### config.mk
export PLATFORM = sky130hd
export DESIGN_NAME = semi_auto_ctrl
export DESIGN_NICKNAME = d
export VERILOG_FILES = /design/src/rtl/semi_auto_ctrl.sv
export SDC_FILE = /design/constraint.sdc
export NUM_CORES = 1
export LEC_CHECK = 0
export CAP_MARGIN = 20
export CORE_MARGIN = 2
export CORE_UTILIZATION = 45
export DETAILED_ROUTE_END_ITERATION = 7
export RECOVER_POWER = 25
export SKIP_LAST_GASP = 1
export SYNTH_ARGS = -nofsm -noshare
export SYNTH_HDL_FRONTEND = slang
export SYNTH_SLANG_ARGS = --single-unit
export TNS_END_PERCENT = 20
### constraint.sdc
create_clock -name clk -period 3.6 [get_ports clk]
set_clock_uncertainty 0.15 [all_clocks]
set_input_delay 0.36 -clock clk [delete_from_list [all_inputs] [get_ports clk]]
set_output_delay 0.36 -clock clk [all_outputs]
set_load 0.01 [all_outputs]
### src/rtl/semi_auto_ctrl.sv
// semi_auto_ctrl: semi-automatic driving sequencer.
// Runs straight until an intersection or wall, waits for one driver command,
// then performs a timed turn followed by a timed clearance run.
// Optional feature: define SEMI_AUTO_DEADEND_EN to turn around automatically
// at a dead end (front, left and right all blocked).
//
// Handshake note: there is no valid/ready traffic here. Command inputs are
// single-cycle pulses that are consumed only when the FSM is in WAIT_CMD.
// Pulses arriving in any other state are dropped.
module semi_auto_ctrl #(
  parameter logic [31:0] TURN_CYCLES  = 32'd100000000,
  parameter logic [31:0] CLEAR_CYCLES = 32'd50000000
) (
  input  logic       clk,
  input  logic       rst,
  input  logic       enable,
  input  logic       front_det,
  input  logic       left_det,
  input  logic       right_det,
  input  logic       turn_left,
  input  logic       turn_right,
  input  logic       go_straight,
  input  logic       go_back,
  output logic       forward,
  output logic       rot_left,
  output logic       rot_right,
  output logic       waiting,
  output logic [2:0] cur_state
);

`ifdef SEMI_AUTO_DEADEND_EN
  localparam logic DEADEND_EN = 1'b1;
`else
  localparam logic DEADEND_EN = 1'b0;
`endif

  typedef enum logic [2:0] {
    S_IDLE      = 3'd0,
    S_RUN       = 3'd1,
    S_WAIT_CMD  = 3'd2,
    S_TURN_L    = 3'd3,
    S_TURN_R    = 3'd4,
    S_TURN_BACK = 3'd5,
    S_CLEAR     = 3'd6
  } state_t;

  // U-turn length is twice a 90 degree turn; kept in 33 bits so the
  // largest legal TURN_CYCLES cannot wrap.
  localparam logic [32:0] BACK_LIMIT = {1'b0, TURN_CYCLES} << 1;

  state_t      state_q, state_d;
  logic [31:0] cnt_q, cnt_d;
  logic        forward_q, forward_d;
  logic        rot_left_q, rot_left_d;
  logic        rot_right_q, rot_right_d;
  logic        waiting_q, waiting_d;

  logic dead_end;
  logic stop_cond;
  logic turn_done;
  logic back_done;
  logic clear_done;

  assign dead_end   = front_det & left_det & right_det;
  assign stop_cond  = front_det | ~left_det | ~right_det;
  assign turn_done  = (cnt_q == TURN_CYCLES - 32'd1);
  assign back_done  = ({1'b0, cnt_q} == BACK_LIMIT - 33'd1);
  assign clear_done = (cnt_q == CLEAR_CYCLES - 32'd1);

  // Next-state, counter and Moore output decode.
  always_comb begin
    state_d = state_q;
    cnt_d   = 32'd0;

    case (state_q)
      S_IDLE: begin
        state_d = S_RUN;
      end
      S_RUN: begin
        if (DEADEND_EN && dead_end) begin
          state_d = S_TURN_BACK;
        end else if (stop_cond) begin
          state_d = S_WAIT_CMD;
        end
      end
      S_WAIT_CMD: begin
        if (DEADEND_EN && dead_end) begin
          state_d = S_TURN_BACK;
        end else if (go_straight) begin
          // A blocked straight request is swallowed; lower-priority
          // commands in the same cycle are not considered.
          if (!front_det) begin
            state_d = S_CLEAR;
          end
        end else if (turn_left) begin
          state_d = S_TURN_L;
        end else if (turn_right) begin
          state_d = S_TURN_R;
        end else if (go_back) begin
          state_d = S_TURN_BACK;
        end
      end
      S_TURN_L, S_TURN_R: begin
        cnt_d = cnt_q + 32'd1;
        if (turn_done) begin
          state_d = S_CLEAR;
        end
      end
      S_TURN_BACK: begin
        cnt_d = cnt_q + 32'd1;
        if (back_done) begin
          state_d = S_CLEAR;
        end
      end
      S_CLEAR: begin
        cnt_d = cnt_q + 32'd1;
        if (clear_done) begin
          state_d = S_RUN;
        end
      end
      default: begin
        state_d = S_IDLE;
      end
    endcase

    // Every state entry starts the counter from zero.
    if (state_d != state_q) begin
      cnt_d = 32'd0;
    end

    // Dropping out of semi-auto mode overrides everything else.
    if (!enable) begin
      state_d = S_IDLE;
      cnt_d   = 32'd0;
    end

    forward_d   = (state_d == S_RUN) || (state_d == S_CLEAR);
    rot_left_d  = (state_d == S_TURN_L);
    rot_right_d = (state_d == S_TURN_R) || (state_d == S_TURN_BACK);
    waiting_d   = (state_d == S_WAIT_CMD);
  end

  // State, counter and registered outputs.
  always_ff @(posedge clk) begin
    if (rst) begin
      state_q     <= S_IDLE;
      cnt_q       <= 32'd0;
      forward_q   <= 1'b0;
      rot_left_q  <= 1'b0;
      rot_right_q <= 1'b0;
      waiting_q   <= 1'b0;
    end else begin
      state_q     <= state_d;
      cnt_q       <= cnt_d;
      forward_q   <= forward_d;
      rot_left_q  <= rot_left_d;
      rot_right_q <= rot_right_d;
      waiting_q   <= waiting_d;
    end
  end

  assign forward   = forward_q;
  assign rot_left  = rot_left_q;
  assign rot_right = rot_right_q;
  assign waiting   = waiting_q;
  assign cur_state = state_q;

endmodule

Word-level counts from Yosys, hierarchy flattened
Index checks and enable logic that the tools add are counted.
Cells by class
  muxes and demuxes: 11
  reduce and logical (&&, ||, !) cells: 6
  $add $sub $neg: 1
  bitwise logic cells: 6
  equality and inequality tests: 16
Operator list (count)
  $add A32 B1 Y32 const B: 1
  $eq A32 B26 Y1 const B: 1
  $eq A32 B27 Y1 const B: 1
  $eq A32 B28 Y1 const B: 1
  $mux W3: 10
  $eq A3 B3 Y1 const B: 6
  $pmux W3 S6: 1
  $eq A3 B2 Y1 const B: 4
  $reduce_or A4 Y1: 2
  $eq A3 B1 Y1 const B: 2
  $not A1 Y1: 4
  $logic_not A3 Y1: 1
  $ne A3 B3 Y1: 1
  $logic_or A1 B1 Y1: 2
  $or A1 B1 Y1: 2
  $reduce_or A2 Y1: 1
Storage, ports and cells
  bits in registers: 39
  output and inout bits: 7

Logic depth before layout (Yosys ltp)
Gate-level depths: netlist (run 1).
  word-level depth: 8
  gate-level depth with buffers: 8
  mapped depth without buffers: 7

Worst setup path before layout (run 1)
No wires, ideal clock.
  path type: reg2reg
  start: register cnt_q[24]
  end: register cnt_q[12]
  buffers on the path: 1
  arrival time: 2.090 ns
  cell stages (with the launch flop): 8
  slack: 1.245 ns
  cells stage by stage: dfxtp_1 -> or4b_1 -> or3_4 -> nor4_2 -> nor2_1 -> o2111ai_2 -> buf_6 -> nor2_1
On the way
  longest elaborated chain between the ends: 5
  elaborated cells between the ends (all ways): 9
RTL lines
  from (decl): RTL line 52  | logic [31:0] cnt_q, cnt_d;
  from (signal assigned): RTL line 154  | cnt_q <= cnt_d;
  $eq A32 B26 Y1 (tied with other cells): RTL line 68  | assign clear_done = (cnt_q == CLEAR_CYCLES - 32'd1);
  $mux W3 (on tied branches): RTL line 117, 105, 111
  $pmux W3 S6 *: RTL line 75  | case (state_q)
  $ne A3 B3 Y1 *: RTL line 127  | if (state_d != state_q) begin
  $reduce_or A4 Y1 (no source line) *
Every way passes the cells marked *; elsewhere a longest branch is shown, timed or not.
A chain may end at the register's enable or synchronous reset.

Worst setup path in the final report (run 1)
  start: register cnt_q[25]
  end: register cnt_q[24]
The elaborated chain is that of the path after synthesis.

==> impl_metrics.tcl, run 1 <==
set metrics [dict create \
    cts_sinks 39 \
    cts_tree "done" \
    numPortBuffers 16 \
    endpoint_kind "flip-flop" \
    globalplace.congestion 0.8584 \
    nFillCells 410 \
    yosysSeqAreaShare 0.3937 \
    path_buf_inv 1 \
    fin_tns_setup_ns 0 \
    synth_area_leaders "dfxtp_1 (39%), nor2_1 (8.9%), xor2_1 (8.8%)" \
    period_share 0.8740 \
    ir_drop_mv 0.2256 \
    synth_cells 238 \
    status "complete, no violations" \
    synth_edf_count 0 \
    drtAntennaViolNets 0 \
    crit_path_start_kind "flip-flop" \
    max_stage_delay_ns 0.81 \
    syn_area_per_cell_um2 8.333 \
    finalSetupViolCount 0 \
    yosys_warnings 0 \
    synth_nets 249 \
    worstPathMaxFanout 22 \
    yosysUniqueCellTypes 37 \
    yosys-top-cells-count "nor2_1 (47), dfxtp_1 (39), xor2_1 (20), nand2_1 (17), nand3_1 (17)" \
    routed_wl_um 4406 \
    grt_antenna_before_repair 0 \
    grt_pass1_wl_um 7245 \
    finalNetCount 270 \
    r2r_cells 7 \
    wire_per_inst_um 14.12 \
    ys_async_sr_fraction 0 \
    netlist_area_mm2 0.001983 \
    start_util 0.4618 \
    num_vias 1699 \
    grt_max_degree 23 \
    clockBufferDepth 2 \
    design_area_mm2 0.002278 \
    synth_largest_area_cell "dfxtp_1" \
    clk_latency_ns 0.28 \
    min_period_ns 3.146 \
    dr.pass1.iters 4 \
    critPathSlowestCell "o2111ai_2" \
    grt_use_total 0.1855 \
    diodes 0 \
    yosysMostFrequentCell "nor2_1" \
    htreeDepth 2 \
    dieArea_mm2 0.004954 \
    yosys.area.top_type_share 0.3937 \
    rsz0062_at_grt "no" \
    die_w_um 70.39 \
    cp.required_ns 3.63 \
    r2r_slack_ns 0.45 \
    postCtsSetupRepairBufs 0 \
    gr-total-overflow 0 \
    worstSetupEndpoint "cnt_q[24]" \
    cp.depth 7 \
    tightestPinTransition_ns 0.9981 \
    fp.dieH_um 70.39 \
    cts_root_buffer "clkbuf_8" \
    critPathKind "reg -> reg" \
    crit_start "cnt_q[25]" \
    initialDrtViolationCount 146 \
    num_rows 24 \
    grt_pass1_vias 1522 \
    placed_cell_area_mm2 0.002197 \
    power.density_mw_per_mm2 330.5 \
    clk_pin_slew_ns 0.07 \
    ys_ff_latch 39 \
    drive_gt1_frac 0.06538 \
    post_drt_via_cell_ratio 5.446 \
    hold_viol 0 \
    r2r_start "cnt_q[25]" \
    fmax_mhz 317.8 \
    r2r-end "cnt_q[24]" \
    p_leak_nw 0.7168 \
    drv_slew 0 \
    ctsHoldBuffers 0 \
    num_io_pins 17 \
    ys.flop_type "dfxtp_1" \
    dp_hpwl_um 3195 \
    syn_to_final_growth_pct 14.89 \
    cpMostUsedCell "nor2_1" \
    cts_resized 0 \
    cp_data_arrival_time_ns 3.18 \
    relSlewSlack 0.3346 \
    worstPathCellList "or4b_1 > or3_4 > nor4_2 > nor2_1 > o2111ai_2 > buf_4 > nor2_1" \
    hold_class "reg -> reg" \
    coreArea_mm2 0.004294 \
    cap_violations 0 \
    drc 0 \
    cts_made_buffers 5 \
    crit_family "simple AND/OR/NAND/NOR gates" \
]
==> power breakdown <==
| group | leakage, nW | switching, W | internal, W | total (W) |
|---|---|---|---|---|
| clock | 0.0422 | 0.000142 | 0.000136 | 0.000278 |
| combinational | 0.360 | 0.0000182 | 0.0000210 | 0.0000392 |
| sequential | 0.315 | 0.00000185 | 0.000434 | 0.000436 |
==> routing by layer <==
metal  vias to the layer above  track usage  part of all wire
met2                        22       0.3019              0.46
li1                        879            -                 -
met3                         6      0.04473             0.031
met1                       792       0.2404              0.50
met5                         -            0                 0
met4                         0      0.06197             0.012
==> cell families after synthesis <==
group / share of synthesized area
buf+inv: 0.03028
fa+ha+maj: 0.006308
xor+xnor: 0.1325
flops: 0.3937
simple gates: 0.3703
compound gates: 0.06688
==> flip-flops by register name (all words and copies together) (netlist names) <==
signal,count
cnt_q,32
cur_state,3
forward,1
rot_left,1
rot_right,1
waiting,1
==> final cells by class <==
class	count	area (um^2)	area share
sequential	39	780.7	0.3427
multi-input combinational	189	1142	0.5014
timing repair buffer	21	197.7	0.08677
inverter	3	11.26	0.004942
clock inverter	1	5.005	0.002197
clock buffer	7	76.32	0.03350
tap	52	65.06	0.02856
==> cell usage in the layout (no fill, tap or decap), drive strengths merged, types with 2 or more instances in the layout <==
cell	n
dlygate4sd3	7
nor2	47
nand4	13
nand2	17
and4	5
or2	2
xnor2	10
nor2b	5
or3	2
nor3	7
and3	3
clkdlybuf4s50	9
dfxtp	39
nand3	17
and2	9
or4b	2
xor2	20
inv	3
o21ai	4
buf	5
clkbuf	7
nor4	10
a21oi	2
nor4b	2
==> metrics by stage <==
stage                     power (W)  hold slack, ns  worst slack [ns]  std cells    util
after global placement    0.0004854          0.2783            0.3974        304  0.5117
after detailed placement  0.0004856          0.2853            0.4523        304  0.5117
after CTS                 0.0007607          0.2954            0.4362        312  0.5306
after global routing      0.0007851          0.3101            0.1548        312  0.5306
after floorplan           0.0004650          0.2613             1.245        238       -
final                     0.0007530          0.2949            0.4536        312  0.5306
==> worst min path at each step <==
stage	startpoint	endpoint	slack, ns	cells past startpoint
detailed placement	cnt_q[0]	cnt_q[0]	0.29	1
global route	cnt_q[0]	cnt_q[0]	0.31	1
floorplan	cnt_q[0]	cnt_q[0]	0.26	1
finish	cnt_q[0]	cnt_q[0]	0.29	1
CTS	cnt_q[0]	cnt_q[0]	0.30	1
global placement	cnt_q[0]	cnt_q[0]	0.28	1
Note: power is estimated with default switching activity, not from simulation.
==> inputs of run 2 (changes only) <==
REMOVE_ABC_BUFFERS = 1   (was default)
==> run 2 against run 1 <==
Sequential power about the same. Hold slack got worse by 0.0075 ns. Via count shrank 0.71%. Largest power group unchanged.
==> impl_metrics.tcl, run 2 (synthesized netlist as in run 1, its figures left out) <==
set metrics [dict create \
    post_drt_via_cell_ratio 5.424 \
    drc 0 \
    drive_gt1_frac 0.06178 \
    diodes 0 \
    final_common_cell "nor2_1" \
    grt_use_total 0.1804 \
    drtAntennaViolNets 0 \
    num_io_pins 17 \
    grt_antenna_before_repair 0 \
    gr-total-overflow 0 \
    power.density_mw_per_mm2 327.3 \
    regMostFlops "cnt_q" \
    min_period_ns 2.781 \
    initialDrtViolationCount 84 \
    drv_slew 0 \
    dr.pass1.iters 4 \
    largest_reg_flops 32 \
    cp.required_ns 3.63 \
    finalNetCount 269 \
    globalplace.congestion 0.8147 \
    clk_latency_ns 0.28 \
    design_area_mm2 0.002278 \
    fmax_mhz 359.6 \
    cts_tree "done" \
    fp.dieH_um 70.39 \
    critPathKind "reg -> reg" \
    tightestPinTransition_ns 0.8059 \
    postCtsSetupRepairBufs 0 \
    cts_sinks 39 \
    cts_root_buffer "clkbuf_8" \
    placed_cell_area_mm2 0.002182 \
    ctsHoldBuffers 0 \
    cp_data_arrival_time_ns 2.81 \
    numPortBuffers 16 \
    num_vias 1687 \
    clk_pin_slew_ns 0.07 \
    relSlewSlack 0.4578 \
    fin_tns_setup_ns 0 \
    rsz0062_at_grt "no" \
    syn_to_final_growth_pct 14.89 \
    ir_drop_mv 0.1760 \
    num_rows 24 \
    finalSetupViolCount 0 \
    htreeDepth 2 \
    hold_class "reg -> reg" \
    coreArea_mm2 0.004294 \
    p_leak_nw 0.7128 \
    total_power_w 0.0007458 \
    die_w_um 70.39 \
    grt_pass1_wl_um 7272 \
    nFillCells 441 \
    wire_per_inst_um 13.10 \
    start_util 0.4618 \
    crit_path_start_kind "flip-flop" \
    period_share 0.7725 \
    routed_wl_um 4073 \
    status "complete, no violations" \
    grt_max_degree 25 \
    clockBufferDepth 2 \
    cap_violations 0 \
    layout_common_cells "nor2_1 (47), dfxtp_1 (39), xor2_1 (20)" \
    cts_resized 0 \
    endpoint_kind "flip-flop" \
    dieArea_mm2 0.004954 \
    hold_viol 0 \
    dp_hpwl_um 2967 \
    grt_pass1_vias 1700 \
    worstPathMaxFanout 20 \
    cts_made_buffers 5 \
]
-- run 2: cell types whose count changed in the layout (fill, tap and decap cells not counted) --
cell    delta
buf_4      -2
and2_0     +1
and2_1     -1
buf_8      +1
-- run 2: final cells by class --
cell class              instances  area [um^2]  area share
repair buffers                 20        197.7     0.08677
inverters                       3        11.26    0.004942
clock buffers                   7        76.32     0.03350
flip-flops and latches         39        780.7      0.3427
multi-input cells             189         1142      0.5014
clock inverters                 1        5.005    0.002197
well taps                      52        65.06     0.02856
-- run 2: through the flow --
| step | utilization | setup WS, ns | std cells | hold WS, ns |
|---|---|---|---|---|
| after global routing | 0.5306 | 0.4899 | 311 | 0.3083 |
| final | 0.5306 | 0.8189 | 311 | 0.2875 |
| after CTS | 0.5271 | 0.3664 | 310 | 0.2936 |
| after floorplan | - | 0.8754 | 231 | 0.2629 |
| after global placement | 0.5082 | 0.3845 | 302 | 0.2789 |
| after detailed placement | 0.5082 | 0.3733 | 302 | 0.2834 |
-- run 2: critical path: stages (launching register included) --
cell	delay [ns]
dfxtp_1	0.45
or4b_1	0.46
or3_4	0.43
nor4_2	0.27
nor2_1	0.11
o2111ai_2	0.36
buf_8	0.22
buf_4	0.18
nor2_1	0.05
-- run 2: final timing paths --
check | from | end | slack, ns | cells past startpoint
max | cnt_q[25] | cnt_q[20] | 0.82 | 8
min | cnt_q[0] | cnt_q[0] | 0.29 | 1
max reg2reg | cnt_q[25] | cnt_q[20] | 0.82 | 8
min reg2reg | cnt_q[0] | cnt_q[0] | 0.29 | 1
-- run 2: report_power, final --
group | leakage, nW | internal [W] | switching (W)
sequential | 0.315 | 0.000434 | 0.00000334
combinational | 0.356 | 0.0000201 | 0.0000155
clock | 0.0422 | 0.000136 | 0.000137
-- run 2: layer usage --
metal / wire [um] / vias to the layer above / GRT usage
met3: 181 / 8 / 0.03608
met4: 61 / 0 / 0.07479
met2: 1887 / 35 / 0.2925
li1: - / 874 / -
met5: 0 / - / 0
met1: 1943 / 770 / 0.2330
==> inputs of run 3 (changes only) <==
clock period = 2.8 ns   (was 3.6 ns; I/O delays follow)
==> run 3 against run 2 <==
Non-clock buffer count rose by 6. Cell area rose by 4.3%. Critical path type unchanged. Clock-buffer cell count fell by 1. Largest power group unchanged. Highest routed layer unchanged.
==> impl_metrics.tcl, run 3 (synthesized netlist as in run 1, its figures left out) <==
set metrics [dict create \
    grt_antenna_before_repair 0 \
    dieArea_mm2 0.004954 \
    netSwitchingFraction 0.1894 \
    route.met3.wl_um 194 \
    routed_wl_um 4373 \
    final_util 0.5533 \
    p_int_w 0.0009408 \
    cpMostUsedCell "buf_4" \
    fin_tns_setup_ns 0 \
    dp_cells 307 \
    post_drt_via_cell_ratio 5.410 \
    rsz0062_at_grt "no" \
    dp_hpwl_um 3257 \
    cp.required_ns 2.84 \
    die_w_um 70.39 \
    final_common_cell "nor2_1" \
    endpoint_kind "flip-flop" \
    numPortBuffers 16 \
    regMostFlops "cnt_q" \
    whs_path_depth 1 \
    clk_latency_ns 0.29 \
    clockBufferDepth 2 \
    dr.pass1.iters 4 \
    coreArea_mm2 0.004294 \
    fin_cells 317 \
    period_share 0.9252 \
    p_sw_w 0.0002198 \
    cap_violations 0 \
    grt_max_degree 18 \
    num_vias 1715 \
    min_period_ns 2.591 \
    cts_tree "done" \
    critPathSlowestCell "nor4_1" \
    cts_made_buffers 5 \
    layout_common_cells "nor2_1 (47), dfxtp_1 (39), xor2_1 (20)" \
    nFillCells 415 \
    r2r_start "cnt_q[10]" \
    finalSetupViolCount 0 \
    grt_pass1_wl_um 7465 \
    initialDrtViolationCount 95 \
    seq_area_um2 780.7 \
    cts_sinks 39 \
    htreeDepth 2 \
    routed-wl-met2_um 2082 \
    worstPathMaxFanout 15 \
    setup_slack_ns 0.2094 \
    multi_input_area_mm2 0.001142 \
    start_util 0.4618 \
    ctsHoldBuffers 0 \
    relSlewSlack 0.6652 \
    largest_reg_flops 32 \
    max_stage_delay_ns 0.46 \
    m1WireLength_um 2009 \
    drv_slew 0 \
    status "complete, no violations" \
    drtAntennaViolNets 0 \
    fp.dieH_um 70.39 \
    drc 0 \
    hold_viol 0 \
    r2r-end "cnt_q[5]" \
    dp_slack_ns 0.1759 \
    r2r_slack_ns 0.21 \
    clk_pin_slew_ns 0.08 \
    p_comb_frac 0.043 \
    pwr-share-seq 0.482 \
    gr-total-overflow 0 \
    grt_pass1_vias 1637 \
    tightestPinTransition_ns 0.4984 \
    power.density_mw_per_mm2 488.5 \
    drive_gt1_frac 0.08302 \
    diodes 0 \
    num_rows 24 \
    clock_power_share 0.475 \
    crit_path_start_kind "flip-flop" \
    grt_use_total 0.1905 \
    wire_per_inst_um 13.79 \
    cts_resized 0 \
    hold_start "cnt_q[0]" \
    fmax_mhz 386.0 \
    r2r_cells 9 \
    ir_drop_mv 0.3210 \
    worstPathCellList "nor4_1 > nand4_1 > clkbuf_1 > buf_4 > o41ai_2 > o21ai_1 > o2111ai_2 > buf_4 > nor2_1" \
    postCtsSetupRepairBufs 0 \
    syn_to_final_growth_pct 19.81 \
    finalNetCount 275 \
    whs_endpoint "cnt_q[0]" \
    top_layer "met4" \
    cts_root_buffer "clkbuf_8" \
    critPathKind "reg -> reg" \
    num_io_pins 17 \
    hold_class "reg -> reg" \
    p_leak_nw 0.7669 \
    globalplace.congestion 0.8518 \
    cp_data_arrival_time_ns 2.63 \
]
-- run 3: worst max path at each step --
| stage | slack (ns) | cells after the start | from | endpoint |
|---|---|---|---|---|
| 2_1_floorplan | 0.08 | 6 | cnt_q[24] | cnt_q[10] |
| 3_3_place_gp | 0.20 | 6 | cnt_q[10] | waiting |
| 3_5_place_dp | 0.18 | 6 | cnt_q[10] | waiting |
| 4_1_cts | 0.14 | 6 | cnt_q[10] | waiting |
| 5_1_grt | 0.05 | 7 | cnt_q[10] | waiting |
| 6_report | 0.21 | 9 | cnt_q[10] | cnt_q[5] |
-- run 3: critical path: cells and delay by family (launching register included) --
family | cells | cell delay, ns
buffers and inverters | 3 | 0.61
AND/OR/NAND/NOR | 3 | 0.68
AO/OA/AOI/OAI | 3 | 0.70
flip-flops | 1 | 0.35
-- run 3: final cells by class --
type	count	share of cell area
clock buffers	6	0.03054
inverters	3	0.004739
repair buffers	26	0.1027
clock inverters	2	0.02528
well taps	52	0.02738
multi-input cells	189	0.4808
flip-flops and latches	39	0.3286
-- run 3: power groups by stage --
stage / registers [W] / clock network [W] / logic [W]
3_3_place_gp: 0.000573 / 0 / 0.0000515
5_1_grt: 0.000560 / 0.000583 / 0.0000550
6_report: 0.000560 / 0.000551 / 0.0000497
4_1_cts: 0.000560 / 0.000562 / 0.0000518
2_1_floorplan: 0.000576 / 0 / 0.0000213
3_5_place_dp: 0.000573 / 0 / 0.0000515
-- run 3: per-stage QoR --
stage          area (um^2)  power (W)  hold slack, ns
3_3_place_gp          2232  0.0006244          0.2752
2_1_floorplan         1934  0.0005969          0.2629
3_5_place_dp          2232  0.0006243          0.2876
6_report              2376   0.001161          0.2920
5_1_grt               2376   0.001198          0.3196
4_1_cts               2365   0.001174          0.2989
-- run 3: metal layers --
layer	vias to the layer above	global-route usage
met4	0	0.07051
met2	36	0.3155
li1	890	-
met1	780	0.2397
met5	-	0
met3	9	0.04473
==> RTL edit 1: new RTL, settings of run 2 <==
Build with the macro `SEMI_AUTO_DEADEND_EN` defined.
--- a/src/rtl/semi_auto_ctrl.sv
+++ b/src/rtl/semi_auto_ctrl.sv
@@ -8,4 +8,6 @@
 // single-cycle pulses that are consumed only when the FSM is in WAIT_CMD.
 // Pulses arriving in any other state are dropped.
+`define SEMI_AUTO_DEADEND_EN
+
 module semi_auto_ctrl #(
   parameter logic [31:0] TURN_CYCLES  = 32'd100000000,
Function: changed (Yosys sat finds a counterexample within 4 cycles, from zero or initial values and one cycle with rst high).
==> RTL edit 1 against run 2 <==
  * Synthesized area rose by 4.6%
  * Wire length rose by 9.5%
  * Largest cell class unchanged
  * Sequential share of layout area fell by 0.74 points
  * Non-clock buffer count is 2 lower
  * Final cell count decreased by 2.3%
  * Sequential cell count stayed put
  * Power rose by 3.7%
  * Final area grew 2.2%
  * Count of clock-buffer cells in the layout is 1 lower
  * Hold slack better by 0.047 ns
  * Core utilization rose by 0.051 points
  * Critical endpoint is now cnt_q[3]$_SDFF_PP0_
  * Setup slack got worse by 0.094 ns
  * Critical path type unchanged
  * Synthesized cell count is 0.84% lower
==> RTL edit 1: results <==
metrics = {
    "global_route": {
        "use_met2_pct": 32.9,
        "track_usage_pct": 19.4,
        "grt_pass1_wl_mm": 7.85,
        "grt_max_degree": 33,
        "grt_pass1_vias": 1667,
        "use_met1_pct": 24.6,
    },
    "detailed_routing": {
        "dr_wl_met3_um": 169,
        "wl_met2_mm": 2.14,
        "wl_per_cell_um": 14.7,
        "wl_met1_mm": 2.10,
        "vias_per_cell": 5.82,
    },
    "setup_path": {
        "cp_data_arrival_time_ns": 2.87,
        "cp_max_fo": 22,
    },
    "logic_synthesis": {
        "synth_compound_area_share_pct": 9.17,
        "synthAdderAreaFrac_pct": 0.603,
        "avgSynthCellArea_um2": 8.79,
        "netlist_top_cells_area": "dfxtp_1 (38%), xnor2_1 (7.2%), nor3_1 (5.8%)",
        "synth.yosys.seq_area_share_pct": 37.6,
        "synth_common_cells": "dfxtp_1 (39), nor3_1 (24), nor2_1 (22)",
        "synth_mux_area_share_pct": 1.57,
        "synthDistinctLibCells": 50,
    },
    "pwr": {
        "comb-power_w": 0.0000466,
        "leakage_nw": 0.682,
    },
    "placed_design": {
        "post-place-ws_ns": 0.684,
        "hpwl_mm": 3.25,
        "finalWeightedCongestion": 0.853,
    },
    "run_status": {
        "status": "completed",
    },
}
## RTL edit 1: cell types whose count changed after synthesis, moves of 3 or more
cell / run 2 / this run
nand2_1: 17 / 13
or4_1: 0 / 3
buf_2: 0 / 3
and2_1: 9 / 2
xnor2_1: 10 / 17
nor3_1: 7 / 24
nor2_1: 47 / 22
xor2_1: 20 / 13
## RTL edit 1: stage by stage
| step | hold WS [ns] | power (W) |
|---|---|---|
| floorplan | 0.308 | 0.000472 |
| global placement | 0.321 | 0.000496 |
| detailed placement | 0.329 | 0.000496 |
| CTS | 0.340 | 0.000788 |
| global route | 0.364 | 0.000808 |
| finish | 0.334 | 0.000773 |
## RTL edit 1: worst max-delay path, stage by stage (launching register included)
cell	delay, ns
dfxtp_1	0.50
or3b_2	0.47
nor4_1	0.42
mux2i_1	0.21
o21a_1	0.26
mux2i_4	0.58
nor3_1	0.14
## RTL edit 1: area by class of cell
class                           instances  area [um^2]
Clock buffer                            6         72.6
Clock inverter                          2         12.5
Fill cell                             438         2060
Inverter                                5         18.8
Multi-Input combinational cell        182         1200
Sequential cell                        39          781
Tap cell                               52         65.1
Timing Repair Buffer                   18          175
## RTL edit 1: path summary, 6_finish.rpt
path	slack, ns	cells after the start	endpoint	start
worst max register to register	0.72	6	cnt_q[3]$_SDFF_PP0_	cnt_q[8]$_SDFF_PP0_
worst min-delay path	0.33	1	cnt_q[0]$_SDFF_PP0_	cnt_q[0]$_SDFF_PP0_
worst max-delay path	0.72	6	cnt_q[3]$_SDFF_PP0_	cnt_q[8]$_SDFF_PP0_
worst min register to register	0.33	1	cnt_q[0]$_SDFF_PP0_	cnt_q[0]$_SDFF_PP0_
==> RTL edit 2: new RTL, flow settings as in run 2 <==
Without the edit above. Reset style: asynchronous (`rst`), changed in one clocked block.
--- a/src/rtl/semi_auto_ctrl.sv
+++ b/src/rtl/semi_auto_ctrl.sv
@@ -142,5 +142,5 @@
 
   // State, counter and registered outputs.
-  always_ff @(posedge clk) begin
+  always_ff @(posedge clk or posedge rst) begin
     if (rst) begin
       state_q     <= S_IDLE;
Formal check against the unedited RTL: differs if rst is asserted again (counterexample within 4 cycles, from zero or initial values and one cycle with rst high); with rst held inactive, the same outputs for 10 cycles.
==> RTL edit 2 against run 2 <==
  * The run now ends with max-capacitance violations, max-slew violations left
  * Synthesized area increased by 12%
  * Final area increased by 9.7%
  * Setup slack improved by 0.12 ns
  * Wire length increased by 8.6%
  * Sequential cell count unchanged
  * First-iteration DRC count increased by 2.4%
  * Critical endpoint is now cnt_q[22]$_DFF_PP0_
  * Largest cell class unchanged
Power is not compared: it rests on default switching activity, and its combinational part moved more than twofold at a synthesized area within 25%.
==> RTL edit 2: results <==
metrics = {
    "timing": {
        "finalMaxSlewViolations": 40,
        "tightestPinTransition_ns": 2.01,
    },
    "logic_synthesis": {
        "synthDistinctLibCells": 50,
        "netlist_top_cells_area": "dfrtp_1 (44%), nor2_1 (7.7%), xnor2_1 (7.1%)",
        "yosysWarningCount": 0,
        "async_flop_share_pct": 100,
        "synthFlopType": "dfrtp_1",
        "synth_common_cells": "nor2_1 (46), dfrtp_1 (39), xnor2_1 (18)",
        "synth.yosys.seq_area_share_pct": 43.8,
    },
    "global_route": {
        "track_usage_pct": 18.3,
        "grt_pass1_vias": 1597,
        "grt_pass1_wl_mm": 7.62,
        "grt_max_degree": 40,
    },
    "setup_path": {
        "cp_max_fo": 23,
        "cp_data_arrival_time_ns": 2.64,
        "r2r_setup_slack_ns": 0.94,
        "max_stage_delay_ns": 0.51,
        "worst_path_max_delay_cell": "nor4b_1",
    },
    "detailed_routing": {
        "wl_mm": 4.42,
        "routed-via-count": 1695,
        "ant_nets": 0,
        "drt_iter0_drc": 86,
    },
    "cells_and_area": {
        "n_fill_cell": 463,
        "final_nets": 267,
        "layout-drive-gt1-share_pct": 6.27,
    },
    "run_status": {
        "violations": "max-capacitance violations, max-slew violations",
        "status": "finished, violations left",
    },
    "floorplanning": {
        "core_region_area_um2": 4750,
    },
    "flow_run": {
        "maxCapViolCount": 1,
    },
    "clock_network": {
        "cts_buffers": 5,
        "path_clk_slew_ns": 0.07,
        "htreeDepth": 2,
    },
    "pwr": {
        "leakage_nw": 0.950,
    },
    "placed_design": {
        "finalWeightedCongestion": 0.821,
        "hpwl_mm": 3.27,
    },
}
-- RTL edit 2: cell count changes after synthesis, sizes merged, moves of 3 or more --
| cell | run 2 | this run |
|---|---|---|
| dfrtp | 0 | 39 |
| and4 | 5 | 2 |
| and3 | 3 | 8 |
| inv | 3 | 10 |
| xnor2 | 10 | 18 |
| xor2 | 20 | 11 |
| nand3 | 17 | 12 |
| nor4 | 10 | 4 |
| and2 | 9 | 2 |
| a31oi | 0 | 6 |
| dfxtp | 39 | 0 |
| a21oi | 2 | 6 |
| nor2b | 5 | 1 |
-- RTL edit 2: per-stage QoR --
stage	power, W	setup slack, ns	hold slack (ns)	area (um^2)	std cells
floorplan	0.000657	1.38	0.305	2180	232
global placement	0.000755	0.947	0.339	2430	316
detailed placement	0.000753	0.926	0.349	2430	316
CTS	0.00102	0.910	0.358	2500	322
global route	0.00107	0.433	0.383	2500	322
finish	0.00100	0.941	0.363	2500	322
-- RTL edit 2: cells by family after synthesis --
| logic type | after synthesis | synth area share [%] |
|---|---|---|
| AOI/OAI and AO/OA | 29 | 9.32 |
| xor gates and xnor gates | 29 | 11.4 |
| adders and majority gates | 1 | 0.561 |
| buffers and inverters | 18 | 3.87 |
| DFF | 39 | 43.8 |
| and+or+nand+nor | 124 | 31.1 |
-- RTL edit 2: path summary, 6_finish.rpt --
| check | startpoint | cells past startpoint | end |
|---|---|---|---|
| setup / recovery | cnt_q[9]$_DFF_PP0_ | 6 | cnt_q[22]$_DFF_PP0_ |
| hold / removal | cnt_q[0]$_DFF_PP0_ | 1 | cnt_q[0]$_DFF_PP0_ |
| setup reg to reg | cnt_q[9]$_DFF_PP0_ | 6 | cnt_q[22]$_DFF_PP0_ |
| hold reg to reg | cnt_q[0]$_DFF_PP0_ | 1 | cnt_q[0]$_DFF_PP0_ |
| max in group asynchronous | rst | 3 | cnt_q[25]$_DFF_PP0_ |
| min in group asynchronous | rst | 3 | cnt_q[10]$_DFF_PP0_ |
-- RTL edit 2: routing by layer --
layer / GRT usage, % / share of wire, %
met5: 0 / 0
met4: 6.15 / 1.6
met3: 4.07 / 2.8
met2: 25.9 / 44
met1: 27.5 / 51
-- RTL edit 2: final cells by class --
class,count,share of cell area [%]
Multi-Input combinational cell,183,46.6
Sequential cell,39,39.0
Inverter,10,1.50
Tap cell,67,3.35
Timing Repair Buffer,17,6.56
Clock buffer,6,2.90
-- RTL edit 2: worst max-delay path, delay by kind of cell, from the launching register on --
kind | cells | cell delay (ns)
and+or+nand+nor | 3 | 1.02
AOI/OAI and AO/OA | 3 | 0.91
DFF | 1 | 0.43
-- RTL edit 2: report_power, final --
part           switching, W  internal, W
Sequential        0.0000371     0.000461
Clock              0.000131     0.000129
Combinational      0.000129     0.000114
Total              0.000297     0.000704
